## src/rtl/uio_bus_arbiter.sv

```systemverilog
// rtl/uio_bus_arbiter.sv - round-robin owner arbitration of the shared uio pad bank with turnaround gaps
// Optional UIO_ARB_PRIO_EN: requester 0 wins every arbitration and preempts other owners.
module uio_bus_arbiter #(
  parameter int NREQ     = 4,
  parameter int WIDTH    = 8,
  parameter int MAX_HOLD = 16,
  parameter int TURN     = 1
) (
  input  logic                    clock,
  input  logic                    reset,
  input  logic [NREQ-1:0]         io_req,
  input  logic [NREQ-1:0]         io_dir,
  input  logic [NREQ*WIDTH-1:0]   io_wdata,
  output logic [NREQ-1:0]         io_gnt,
  output logic [WIDTH-1:0]        io_rdata,
  output logic                    io_busy,
  input  logic [WIDTH-1:0]        io_uio_in,
  output logic [WIDTH-1:0]        io_uio_out,
  output logic [WIDTH-1:0]        io_uio_oe
);

  localparam int IW = (NREQ > 1) ? $clog2(NREQ) : 1;
  localparam int HW = $clog2(MAX_HOLD + 1);
  localparam int TW = $clog2(TURN + 1);
  localparam logic [HW-1:0] HOLD_LAST = HW'(MAX_HOLD - 1);
  localparam logic [TW-1:0] TURN_LAST = TW'(TURN - 1);
  localparam logic [IW-1:0] LAST_RST  = IW'(NREQ - 1);
  localparam logic [NREQ-1:0] ONE     = {{(NREQ-1){1'b0}}, 1'b1};

  typedef enum logic [1:0] {S_IDLE, S_GRANT, S_TURN} state_t;

  state_t           r_state;
  logic [NREQ-1:0]  r_gnt;
  logic [IW-1:0]    r_last;
  logic             r_dir_lat;
  logic [HW-1:0]    r_hold_cnt;
  logic [TW-1:0]    r_turn_cnt;
  logic [WIDTH-1:0] r_rdata;

  logic [IW-1:0]    w_idx;
  logic [IW-1:0]    w_winner;
  logic             w_any;
  logic             w_arb_now;
  logic             w_release;
  logic [WIDTH-1:0] w_sel;
`ifdef UIO_ARB_PRIO_EN
  logic             w_prio;
`endif

  // Circular search from last+1; iterating downward leaves the nearest requester in w_winner.
  always_comb begin
    w_any    = |io_req;
    w_winner = '0;
    w_idx    = '0;
    for (int k = NREQ; k >= 1; k--) begin
      w_idx = IW'((int'(r_last) + k) % NREQ);
      if (io_req[w_idx]) w_winner = w_idx;
    end
`ifdef UIO_ARB_PRIO_EN
    w_prio = io_req[0];
    if (io_req[0]) w_winner = '0;
`endif
  end

  always_comb begin
    w_release = !(|(io_req & r_gnt)) ||
                ((r_hold_cnt == HOLD_LAST) && (|(io_req & ~r_gnt)));
`ifdef UIO_ARB_PRIO_EN
    w_release = w_release || (io_req[0] && !r_gnt[0]);
`endif
  end

  assign w_arb_now = (r_state == S_IDLE) ||
                     ((r_state == S_TURN) && (r_turn_cnt == TURN_LAST));

  always_ff @(posedge clock or posedge reset) begin
    if (reset) begin
      r_state    <= S_IDLE;
      r_gnt      <= '0;
      r_last     <= LAST_RST;
      r_dir_lat  <= 1'b0;
      r_hold_cnt <= '0;
      r_turn_cnt <= '0;
      r_rdata    <= '0;
    end else if (r_state == S_GRANT) begin
      if (!r_dir_lat) r_rdata <= io_uio_in;
      if (w_release) begin
        r_state    <= S_TURN;
        r_gnt      <= '0;
        r_dir_lat  <= 1'b0;
        r_turn_cnt <= '0;
      end else if (r_hold_cnt != HOLD_LAST) begin
        r_hold_cnt <= r_hold_cnt + HW'(1);
      end
    end else if (w_arb_now) begin
      if (w_any) begin
        r_state    <= S_GRANT;
        r_gnt      <= ONE << w_winner;
        r_dir_lat  <= io_dir[w_winner];
        r_hold_cnt <= '0;
`ifdef UIO_ARB_PRIO_EN
        if (!w_prio) r_last <= w_winner;
`else
        r_last     <= w_winner;
`endif
      end else begin
        r_state <= S_IDLE;
      end
    end else begin
      r_turn_cnt <= r_turn_cnt + TW'(1);
    end
  end

  // Pad data follows the grant register directly so it is valid in the first owned cycle.
  always_comb begin
    w_sel = '0;
    for (int i = 0; i < NREQ; i++) begin
      if (r_gnt[i]) w_sel = w_sel | io_wdata[i*WIDTH +: WIDTH];
    end
  end

  assign io_uio_out = r_dir_lat ? w_sel : '0;
  assign io_uio_oe  = (r_dir_lat && (|r_gnt)) ? '1 : '0;
  assign io_gnt     = r_gnt;
  assign io_rdata   = r_rdata;
  assign io_busy    = (r_state != S_IDLE);

endmodule
```

## config.mk

```make
export PLATFORM = sky130hd
export DESIGN_NAME = uio_bus_arbiter
export DESIGN_NICKNAME = d
export VERILOG_FILES = /design/src/rtl/uio_bus_arbiter.sv
export SDC_FILE = /design/constraint.sdc
export NUM_CORES = 1
export LEC_CHECK = 0
export CAP_MARGIN = 5
export CORE_MARGIN = 1
export CORE_UTILIZATION = 41
export CTS_CLUSTER_SIZE = 28
export DETAILED_ROUTE_END_ITERATION = 7
export PLACE_DENSITY = 0.89
export SETUP_SLACK_MARGIN = 0.1
export SLEW_MARGIN = 40
export SYNTH_ARGS = -nofsm -noshare
export SYNTH_HDL_FRONTEND = slang
export SYNTH_SLANG_ARGS = --single-unit
```

## constraint.sdc

```tcl
create_clock -name clock -period 4.7 [get_ports clock]
set_input_delay 0.94 -clock clock [delete_from_list [all_inputs] [get_ports clock]]
set_output_delay 0.94 -clock clock [all_outputs]
set_load 0.05 [all_outputs]
```

## Word level (Yosys, flattened, before mapping)

Cells that the tools add are included.

| cells by class | value |
|---|---|
| reduce and logical (&&, ||, !) cells | 20 |
| eq/ne operators | 8 |
| $add $sub $neg | 6 |
| bitwise gates (word level) | 9 |
| shift operators | 1 |
| order comparisons | 5 |
| multiplexer cells | 39 |

Operators by type and width:

| kind | number |
|---|---|
| $mux W8 | 6 |
| $mux W5 | 5 |
| $or A8 B8 Y8 | 3 |
| $mux W4 | 4 |
| $reduce_or A4 Y1 | 4 |
| $lt A2 B3 Y1 const B | 5 |
| $mux W2 | 7 |
| $mux W1 | 12 |
| $bmux W1 S2 | 5 |
| $and A4 B4 Y4 | 2 |
| $reduce_and A2 Y1 | 3 |
| $reduce_and A3 Y1 | 2 |
| $reduce_bool A2 Y1 | 3 |
| $add A5 B1 Y5 const B | 1 |
| $eq A5 B4 Y1 const B | 1 |
| $ne A5 B4 Y1 const B | 1 |
| $add A2 B1 Y2 const B | 2 |
| $add A2 B2 Y2 const B | 2 |
| $ne A2 B1 Y1 const B | 2 |
| $ne A2 B2 Y1 const B | 2 |
| $not A4 Y4 | 1 |
| $reduce_and A4 Y1 | 1 |
| $shl A1 B2 Y4 const A | 1 |
| $logic_and A1 B1 Y1 | 3 |
| 7 further kinds | 10 |

| storage, ports and cells | value |
|---|---|
| flip-flop bits (word level) | 23 |
| output and inout port bits | 29 |

## Longest topological paths before layout

| logic depth | value |
|---|---|
| word-level depth | 12 |
| gate-level depth with buffers | 7 |
| depth with buffers taken out | 7 |

## Least setup slack after synthesis

OpenSTA, ideal clock, no wires.

| timing path | value |
|---|---|
| path kind | register to output |
| start | register r_gnt[0] (netlist: io_gnt[0]) |
| end | output port io_uio_out[0] |
| cell stages (with the launch flop) | 4 |
| required time | 3.760 ns |
| buffers on the path | 1 |
| data arrival time | 2.233 ns |
| setup slack | 1.527 ns |
| cell sequence | dfrtp_1 clkbuf_1 a22oi_1 a21boi_0 |

| between the ends | value |
|---|---|
| word-level cells in the longest chain between the ends | 8 |

Ends and longest elaborated chain:

| what | RTL line | RTL |
|---|---|---|
| from (decl) | 33 | `logic [NREQ-1:0] r_gnt;` |
| from (signal assigned) | 98 | `r_gnt <= ONE << w_winner;` |
| $mux W8 (*) | 118 | `if (r_gnt[i]) w_sel = w_sel \| io_wdata[i*WIDTH +: WIDTH];` |
| $or A8 B8 Y8 | 118 |  |
| $mux W8 (*) | 118 |  |
| $or A8 B8 Y8 | 118 |  |
| $mux W8 (*) | 118 |  |
| $or A8 B8 Y8 | 118 |  |
| $mux W8 (*) | 118 |  |
| $mux W8 (*) | 122 | `assign io_uio_out = r_dir_lat ? w_sel : '0;` |
| to (decl) | 18 | `output logic [WIDTH-1:0] io_uio_out,` |

Every way passes the cells marked *; elsewhere a longest branch is shown, timed or not.

## Final worst setup path

| timing path | value |
|---|---|
| start | input port io_wdata[16] |
| end | output port io_uio_out[0] |

| between the ends | value |
|---|---|
| word-level cells in the longest chain between the ends | 5 |

Ends and longest elaborated chain:

| what | RTL line | RTL |
|---|---|---|
| from (decl) | 13 | `input logic [NREQ*WIDTH-1:0] io_wdata,` |
| $or A8 B8 Y8 (*) | 118 |  |
| $mux W8 (*) | 118 |  |
| $or A8 B8 Y8 | 118 |  |
| $mux W8 (*) | 118 |  |
| $mux W8 (*) | 122 |  |

Marks and branches as above.

==> results.py <==
metrics = {
    "outcome": {
        "outcome": "complete, no violations",
    },
    "critical_path": {
        "critPathLaunchType": "primary input",
        "critical-path-top-cell-by-count": "sky130_fd_sc_hd__clkdlybuf4s50_1",
        "r2r_start": "r_hold_cnt[0]$_DFFE_PP0P_",
        "timing.critical_path.slowest_cell_delay_ns": 0.84,
        "critical_path_class": "in2out",
        "signal_arrival_time_at_the_worst_endpoint_ns": 2.55,
        "worstSetupStartpoint": "io_wdata[16]",
        "regToRegEndpoint": "r_hold_cnt[3]$_DFFE_PP0P_",
        "worstPathMaxFanout": 1,
        "worst_setup_path_end_kind": "output port",
        "number_of_buffers_and_inverters_on_the_critical_path": 2,
        "critPathRequiredTime_ns": 3.76,
        "family_of_cells_with_the_greatest_summed_delay_on_the_critical_path": "buffers and inverters",
        "crit_slowest_cell": "sky130_fd_sc_hd__clkdlybuf4s50_1",
        "reg2reg_slack_ns": 2.65,
        "critical_path_cell_by_cell": "clkdlybuf4s50_1, a22oi_1, a21boi_0, clkdlybuf4s50_1",
        "timing.reg2reg.worst_path_depth": 7,
    },
    "layout": {
        "final_layout_size_suffix_gt1_frac": 0.08837,
        "num_antenna_cells": 0,
        "nets": 268,
        "area_delta_synth_final_pct": 56.80,
        "layout.filler_cells": 250,
        "count_of_placed_standard_cells_in_the_final_layout_fillers_left_out": 259,
    },
    "flow_run": {
        "number_of_max_cap_violations": 0,
    },
    "timing": {
        "post-route-period-util": 0.7417,
        "timing_worst_slew_pin_value_ns": 0.7025,
        "finalCriticalPeriod_ns": 3.486,
        "final.setup.tns_ns": 0,
        "finalSetupViolCount": 0,
        "timing.slew.headroom": 0.5300,
        "fmaxAchievable_mhz": 286.9,
        "grt_setup_unrepaired": "false",
        "drv_slew": 0,
        "worst_clock_skew_ns": 0.004914,
        "final_hold_vio_count": 0,
    },
    "place": {
        "detailed_place_hpwl_mm": 3.016,
        "finalWeightedCongestion": 0.7509,
        "dp_cells": 255,
        "io_buffer_count": 78,
    },
    "global_routing": {
        "grt.met2_usage": 0.4019,
        "global_route.usage.met1": 0.2260,
        "grt_max_degree": 24,
        "first_global_vias": 1365,
        "first_pass_grt_wire_length_mm": 5.871,
        "gr-usage-met3": 0.06823,
        "top_usage_layer": "met2",
        "globalRouteOverflowTotal": 0,
        "grt_antenna_before_repair": 0,
        "grt_util_all_layers": 0.2114,
    },
    "detailed_routing": {
        "routedWlPerCell_um": 15.12,
        "drt_drc_violations_left": 0,
        "totalWireLength_mm": 3.915,
        "num_vias": 1412,
        "detailedRoute.firstPassIterationCount": 5,
        "route.antenna.remaining_nets": 0,
        "drt-vias-per-instance": 5.452,
        "drtIter0Drc": 44,
    },
    "min_path": {
        "worst_hold_startpoint": "r_last[0]$_DFFE_PP1P_",
        "hold-path-cell-count": 2,
        "timing.hold.worst.class": "reg2reg",
        "worstHoldEndpoint": "r_last[0]$_DFFE_PP1P_",
    },
    "clock_network": {
        "maximum_number_of_buffers_from_clock_root_to_sink": 2,
        "cts_buffers": 3,
        "clkSlewWorstSetupHoldPaths_ns": 0.11,
        "post_cts_resized": 0,
        "post_cts_setup_driven_buffer_insertion_count": 0,
        "clock-sinks": 23,
        "tritoncts_clock_tree": "built",
        "cts-root-buf": "sky130_fd_sc_hd__clkbuf_4",
        "post_cts_hold_buffer_count": 0,
        "insertion_delay_ns": 0.30,
        "ctsHtreeMaxLevel": 1,
    },
    "yosys": {
        "post_synth_num_cell_types": 39,
        "yosysMostFrequentCell": "sky130_fd_sc_hd__dfrtp_1",
        "count_of_synthesis_stage_warnings_from_yosys": 0,
        "syn-mean-instance-area_um2": 9.701,
        "ys_seq_elements": 23,
        "yosys.area.top_type": "sky130_fd_sc_hd__dfrtp_1",
        "synth_enable_flop_cells": 0,
        "synth-async-reset-ratio": 1.000,
        "synth.cell_area_um2": 1416,
        "syn_inst": 146,
        "netlist_top_cells_area": "sky130_fd_sc_hd__dfrtp_1, sky130_fd_sc_hd__a22oi_1, sky130_fd_sc_hd__mux2_2, sky130_fd_sc_hd__a21boi_0, sky130_fd_sc_hd__buf_4",
        "netlist_top_cells_count": "sky130_fd_sc_hd__dfrtp_1, sky130_fd_sc_hd__a22oi_1, sky130_fd_sc_hd__nand2_1",
        "syn-num-nets": 198,
        "synth_sequential_area_ratio": 0.4081,
        "yosys.area.top_type_share": 0.3710,
        "postSynth.topFlopCell": "sky130_fd_sc_hd__dfrtp_1",
    },
    "power_and_ir_drop": {
        "total_switching_power_uw": 798.1,
        "clock_power_share": 0.058,
        "netSwitchingFraction": 0.5262,
        "power-per-cell-area_nw_per_um2": 682.9,
        "power_frac_comb": 0.674,
        "power.share.sequential": 0.268,
        "total_leakage_power_uw": 0.0008768,
        "max-vdd-ir-drop_mv": 0.4990,
        "p_int_uw": 718.6,
    },
    "floorplan": {
        "floorplan.initialDensity": 0.4492,
        "die_height_um": 60.78,
        "placement_rows": 20,
        "core_area_um2": 3153,
        "floorplan.die.width_um": 60.78,
        "die_area_um2": 3694,
        "num_io_pins": 79,
    },
}
## power by group through the flow
stage | combinational [uW] | sequential, uW | clock, uW
floorplan | 610 | 519 | 0
global placement | 994 | 401 | 0
detailed placement | 1020 | 409 | 0
CTS | 1030 | 405 | 90.6
global route | 1080 | 421 | 102
finish | 1020 | 407 | 87.7
## cell usage in the layout, fill, tap and decap left out, types with 2 or more instances in the layout
cell type / Yosys / routed
sky130_fd_sc_hd__mux2_2: 9 / 9
sky130_fd_sc_hd__dfrtp_1: 21 / 21
sky130_fd_sc_hd__nand2b_1: 7 / 7
sky130_fd_sc_hd__nor2_1: 10 / 10
sky130_fd_sc_hd__xor2_1: 2 / 2
sky130_fd_sc_hd__ha_1: 2 / 2
sky130_fd_sc_hd__nand2_1: 12 / 12
sky130_fd_sc_hd__a21boi_0: 8 / 8
sky130_fd_sc_hd__a22oi_1: 18 / 18
sky130_fd_sc_hd__dfstp_2: 2 / 2
sky130_fd_sc_hd__a21oi_1: 3 / 3
sky130_fd_sc_hd__clkdlybuf4s50_1: 0 / 78
sky130_fd_sc_hd__a21o_1: 3 / 3
sky130_fd_sc_hd__o21ai_1: 4 / 4
sky130_fd_sc_hd__clkbuf_4: 0 / 3
sky130_fd_sc_hd__mux2i_1: 2 / 2
sky130_fd_sc_hd__a32o_1: 2 / 2
sky130_fd_sc_hd__inv_1: 5 / 4
sky130_fd_sc_hd__nand3_1: 3 / 3
sky130_fd_sc_hd__o22ai_1: 2 / 2
## per-layer routing
| layer | up-vias | share of wire |
|---|---|---|
| li1 | 667 | - |
| met1 | 677 | 0.38 |
| met2 | 64 | 0.51 |
| met3 | 4 | 0.10 |
| met4 | 0 | 0.0051 |
| met5 | - | 0 |
## metrics by stage
step                worst slack (ns)  area (um2)  hold slack (ns)  utilization  power (uW)
floorplan                      1.527        1416           0.4520            -        1129
global placement               1.250        2183           0.4686       0.6925        1395
detailed placement             1.216        2195           0.4793       0.6960        1433
CTS                            1.211        2221           0.4967       0.7044        1524
global route                   1.150        2221           0.5416       0.7044        1606
finish                         1.214        2221           0.4977       0.7044        1517
## worst max-delay path by stage
stage / to / slack, ns / depth (start not counted)
6_report: io_uio_out[0] / 1.21 / 4
3_5_place_dp: io_uio_out[0] / 1.22 / 4
3_3_place_gp: io_uio_out[3] / 1.25 / 4
5_1_grt: io_uio_out[0] / 1.15 / 4
2_1_floorplan: io_uio_out[0] / 1.53 / 3
4_1_cts: io_uio_out[0] / 1.21 / 4
## worst reg2reg max path: cells and delay by family (launching register included)
family,cells,cell delay (ns)
compound gates,1,0.47
fa+ha+maj,2,0.44
xor+xnor,1,0.18
simple gates,3,0.40
flops,1,0.44
## sequential cells by signal (all words and copies together), names as in the netlist
register and count:
r_last 2, io_gnt 4, r_turn_cnt 1, io_rdata 8
r_hold_cnt 5, r_state 2, r_dir_lat 1
## area by class of cell
type                            count  area (um2)  share of cell area
Multi-Input combinational cell    105       762.0              0.3431
Inverter                            5       18.77            0.008451
Timing Repair Buffer               78       780.7              0.3515
Tap cell                           44       55.05             0.02479
Clock buffer                        4       26.28             0.01183
Sequential cell                    23       578.1              0.2603
## cells by family after synthesis
kind of cell	after synthesis	share of synthesized area
compound gates	49	0.2694
simple gates	41	0.1396
flops	23	0.4081
buf+inv	18	0.06714
mux	11	0.08569
xor+xnor	2	0.01237
fa+ha+maj	2	0.01767
Note: power is estimated with default switching activity, not from simulation.
==> variant 1 (same settings) <==
Re-encode `state_t` (3 states) as one-hot, 3 bits wide.
--- a/src/rtl/uio_bus_arbiter.sv
+++ b/src/rtl/uio_bus_arbiter.sv
@@ -28,5 +28,5 @@
   localparam logic [NREQ-1:0] ONE     = {{(NREQ-1){1'b0}}, 1'b1};
 
-  typedef enum logic [1:0] {S_IDLE, S_GRANT, S_TURN} state_t;
+  typedef enum logic [2:0] {S_IDLE = 3'b001, S_GRANT = 3'b010, S_TURN = 3'b100} state_t;
 
   state_t           r_state;
Check against the original RTL: same outputs for any inputs over 10 cycles, from zero or initial values and one cycle with reset high; not proved beyond that.
==> variant 1 against the original RTL <==
Wire length increased by 0.46%; die area grew 9.5%; setup slack improved by 0.026 ns; sequential cell count rose by 1; final cell count is 6.6% higher; synthesized cell count grew 11%; design area rose by 5.9%; utilization fell by 6.2 points; critical path depth is the same; total power decreased by 15%; synthesized area rose by 9.8%; critical path type unchanged; largest power group unchanged.
==> variant 1: results (changes against the original RTL) <==
Status
  – Status: finished, final reports clean

GRT
  – First-pass GRT wire length: 6.78 mm (+16%)
  – Total GRT Usage: 20.8% (-0.29 points)
  – Vias in the first global route: 1506 (+10%)
  – Largest net degree at the start of global routing: 25 (+4.2%)

Synth
  – Syn Nets: 214 (+8.1%)
  – Commonest cells post-synth: dfrtp_1 (21), a22oi_1 (18), nand2_1 (16)
  – Synth Area per Inst: 9.60 µm² (-1.0%)
  – Post-synthesis sequential area ratio: 38.9% (-2.0 points)
  – Post-Synth XOR/XNOR Area: 1.13% (-0.11 points)
  – Synth Area in Adders: 1.61% (-0.16 points)
  – Synth cell types: 43 (+10%)
  – Compound-Gate Fraction of Synth Area: 27.0% (about the same)
  – Mux share of post-synthesis cell area: 7.80% (-0.77 points)
  – Synth top area cells: dfrtp_1 (34%), a22oi_1 (8.7%), mux2_2 (6.5%), dfstp_2 (5.1%), a21boi_0 (3.9%)

Routing
  – First-pass detailed-route iteration total: 4 (-1)
  – Total Wirelength: 3.93 mm (+0.46%)
  – Vias/cell: 5.51 (+1.2%)
  – Routed len/inst: 14.3 µm (-5.7%)
  – DR iter-0 viols: 58 (+32%)

CTS
  – TritonCTS Buffers: 3 (unchanged)
  – Clock slew at reported path FFs: 0.08 ns (-0.03 ns)
  – Root buf cell: clkbuf_8
  – Clk Latency, worst-skew pair: 0.26 ns (-0.04 ns)

Worst setup path
  – CP arrival: 2.52 ns (-0.03 ns)
  – Crit-path max FO: 1 (unchanged)
  – Critical Path Source: io_wdata[1]

Place
  – Gpl congestion: 0.781 (+4.0%)
  – Cells after DPL: 272 (+6.7%)
  – DP HPWL: 2.86 mm (-5.1%)

Min path
  – HP Start: io_rdata[7]

Cells and area
  – Nets@finish: 281 (+4.9%)
  – Share of cells above drive strength 1: 10.1% (+1.3 points)

Power
  – P_leak: 0.000918 µW (+4.6%)
  – VDD IR-drop max: 0.000472 V (-5.5%)

Timing
  – Final Skew: 0.00576 ns (+0.000845 ns)
  – Worst slew pin tran: 0.534 ns (-0.168 ns)
-- variant 1: worst max-delay path: cells and delay by family --
| kind | cells | cell delay, ns |
|---|---|---|
| AO/OA/AOI/OAI | 2 | 0.28 |
| buffers and inverters | 2 | 1.29 |
-- variant 1: cell families (layout without fill, tap and decap cells) --
logic type               Yosys count  count (layout)
AO/OA/AOI/OAI                     57              57
XOR/XNOR                           2               2
adder cells (fa/ha/maj)            2               2
buffers and inverters             22              88
flip-flops                        24              24
multiplexers                      11              11
AND/OR/NAND/NOR                   44              44
-- variant 1: cell type report --
cell class,count,area share (%)
clock buffers,4,2.34
inverters,6,0.957
multi-input cells,116,35.3
flip-flops and latches,24,25.7
well taps,48,2.55
repair buffers,78,33.2
-- variant 1: worst paths after layout --
kind	endpoint	slack [ns]	cells after the start
setup / recovery	io_uio_out[1]	1.24	4
hold / removal	io_rdata[7]	0.51	1
setup reg to reg	r_hold_cnt[2]	2.57	7
hold reg to reg	io_rdata[7]	0.51	1
max in group asynchronous	r_last[0]	3.33	2
min in group asynchronous	io_rdata[5]	1.02	2
-- variant 1: per-stage QoR --
step           area [µm²]  utilization [%]
5_1_grt              2350             64.3
2_1_floorplan        1560                -
3_5_place_dp         2290             62.6
4_1_cts              2350             64.1
3_3_place_gp         2290             62.6
6_report             2350             64.3
-- variant 1: power breakdown --
part           leakage, µW  internal, µW  switching (µW)  total, µW
combinational     0.000584           293             478        771
clock            0.0000288          74.7            63.1        138
sequential        0.000304           273             114        387
total             0.000918           641             655       1300
-- variant 1: routing by layer --
metal / share of wire, % / track usage, % / vias up / routed length (µm)
met5: 0 / 0 / - / 0
met4: 0.53 / 6.25 / 0 / 21
met3: 6.0 / 3.08 / 4 / 235
met2: 53 / 37.8 / 69 / 2090
met1: 40 / 25.1 / 721 / 1590
li1: - / - / 728 / -
==> variant 2 (same flow settings) <==
Made on the original files. The option `UIO_ARB_PRIO_EN` is turned on by a define.
--- a/src/rtl/uio_bus_arbiter.sv
+++ b/src/rtl/uio_bus_arbiter.sv
@@ -1,4 +1,6 @@
 // rtl/uio_bus_arbiter.sv - round-robin owner arbitration of the shared uio pad bank with turnaround gaps
 // Optional UIO_ARB_PRIO_EN: requester 0 wins every arbitration and preempts other owners.
+`define UIO_ARB_PRIO_EN
+
 module uio_bus_arbiter #(
   parameter int NREQ     = 4,
Check against the original RTL: not equivalent (Yosys sat finds a counterexample within 4 cycles, from zero or initial values and one cycle with reset high).
==> variant 2 against the original RTL <==
Wire length shrank 1.8%; design area grew 1.6%; setup slack gained 0.013 ns; critical path depth is the same; sequential cell count is the same; synthesized area grew 3.4%; first-iteration DRC count shrank 2.3%; utilization shrank 3.9 points; total power shrank 8.8%.
==> variant 2: results (changes against the original RTL) <==
Routing
  – Routed met2 length: 1.97 mm (-1.9%)
  – Total Wirelength: 3.85 mm (-1.8%)
  – DR iter-0 viols: 43 (-2.3%)
  – M1 WL: 1.56 mm (+4.8%)
  – First-pass detailed-route iteration total: 4 (-1)
  – Routed length on met3: 285 µm (-28%)
  – Via count: 1465 (+3.8%)

Synth
  – Post-synthesis sequential area ratio: 39.5% (-1.4 points)
  – Synth cell types: 44 (+13%)
  – Commonest cells post-synth: dfrtp_1 (21), a22oi_1 (17), nor2_1 (11)
  – Synth top area cells: dfrtp_1 (36%), a22oi_1 (8.7%), mux2_2 (6.1%), a21boi_0 (4.1%), buf_4 (3.6%)
  – Syn Nets: 203 (+2.5%)

Cells and area
  – Share of cells above drive strength 1: 10.5% (+1.6 points)
  – Nets@finish: 273 (+1.9%)

Power
  – Psw: 718 µW (-10%)
  – VDD IR-drop max: 0.000504 V (+1.0%)

GRT
  – Total GRT Usage: 20.0% (-1.2 points)
  – Vias in the first global route: 1292 (-5.3%)
  – First-pass GRT wire length: 5.64 mm (-3.9%)

Status
  – Status: finished, final reports clean

Worst setup path
  – CP arrival: 2.53 ns (-0.02 ns)
  – RR Endpoint: r_hold_cnt[0]
  – Worst reg2reg startpoint: io_gnt[1]
  – Worst reg2reg path depth: 5 (-2)
  – Reg2reg setup slack: 2.67 ns (+0.02 ns)

Place
  – Dpl ws: 1.24 ns (+0.0250 ns)
  – Placed cell areas: 2230 µm² (+1.5%)
  – DP HPWL: 2.90 mm (-3.8%)

CTS
  – TritonCTS Buffers: 3 (unchanged)
  – Clock Path Buffers: 2 (unchanged)

Timing
  – Slew HR: 58.7% (+5.7 points)
  – Final Skew: 0.00229 ns (-0.00263 ns)

Min path
  – Worst Hold End: io_rdata[1]
  – HP Start: io_rdata[1]
==> variant 2: power by group through the flow <==
stage	clock network, µW	logic, µW	registers (µW)
final	92.6	897	394
after global routing	100	949	409
after CTS	93.5	902	393
after detailed placement	0	898	397
after global placement	0	883	395
after floorplan	0	523	502
==> variant 2: cell families after synthesis <==
kind of cell	after synthesis	synth area share, %
adders and majority gates	2	1.71
and+or+nand+nor	41	15.5
muxes	10	7.60
buffers and inverters	19	6.66
AOI/OAI and AO/OA	56	29.0
DFF	23	39.5
==> variant 2: per-layer routing <==
layer	vias to the layer above	track usage, %
met4	0	6.98
met3	4	4.14
met1	700	23.5
li1	697	-
met2	64	35.9
met5	-	0
==> variant 2: final cells by class <==
| type | instances | area (µm²) |
|---|---|---|
| Fill cell | 254 | 1130 |
| Clock buffer | 3 | 22.5 |
| Sequential cell | 23 | 578 |
| Clock inverter | 1 | 5.00 |
| Tap cell | 46 | 57.6 |
| Timing Repair Buffer | 78 | 781 |
| Inverter | 6 | 22.5 |
| Multi-Input combinational cell | 109 | 790 |
==> variant 2: how the worst max path moves through the flow <==
stage / start / to / slack (ns) / depth (start not counted)
after floorplan: io_gnt[0] / io_uio_out[0] / 1.54 / 3
after global placement: io_wdata[0] / io_uio_out[0] / 1.26 / 4
after detailed placement: io_wdata[5] / io_uio_out[5] / 1.24 / 4
after CTS: io_wdata[6] / io_uio_out[6] / 1.24 / 4
after global routing: io_wdata[6] / io_uio_out[6] / 1.19 / 4
final: io_wdata[5] / io_uio_out[5] / 1.23 / 4
==> variant 2: per-stage QoR <==
stage / power, µW / instances
3_3_place_gp: 1280 / 262
4_1_cts: 1390 / 266
2_1_floorplan: 1030 / 151
5_1_grt: 1460 / 266
6_report: 1380 / 266
3_5_place_dp: 1300 / 262
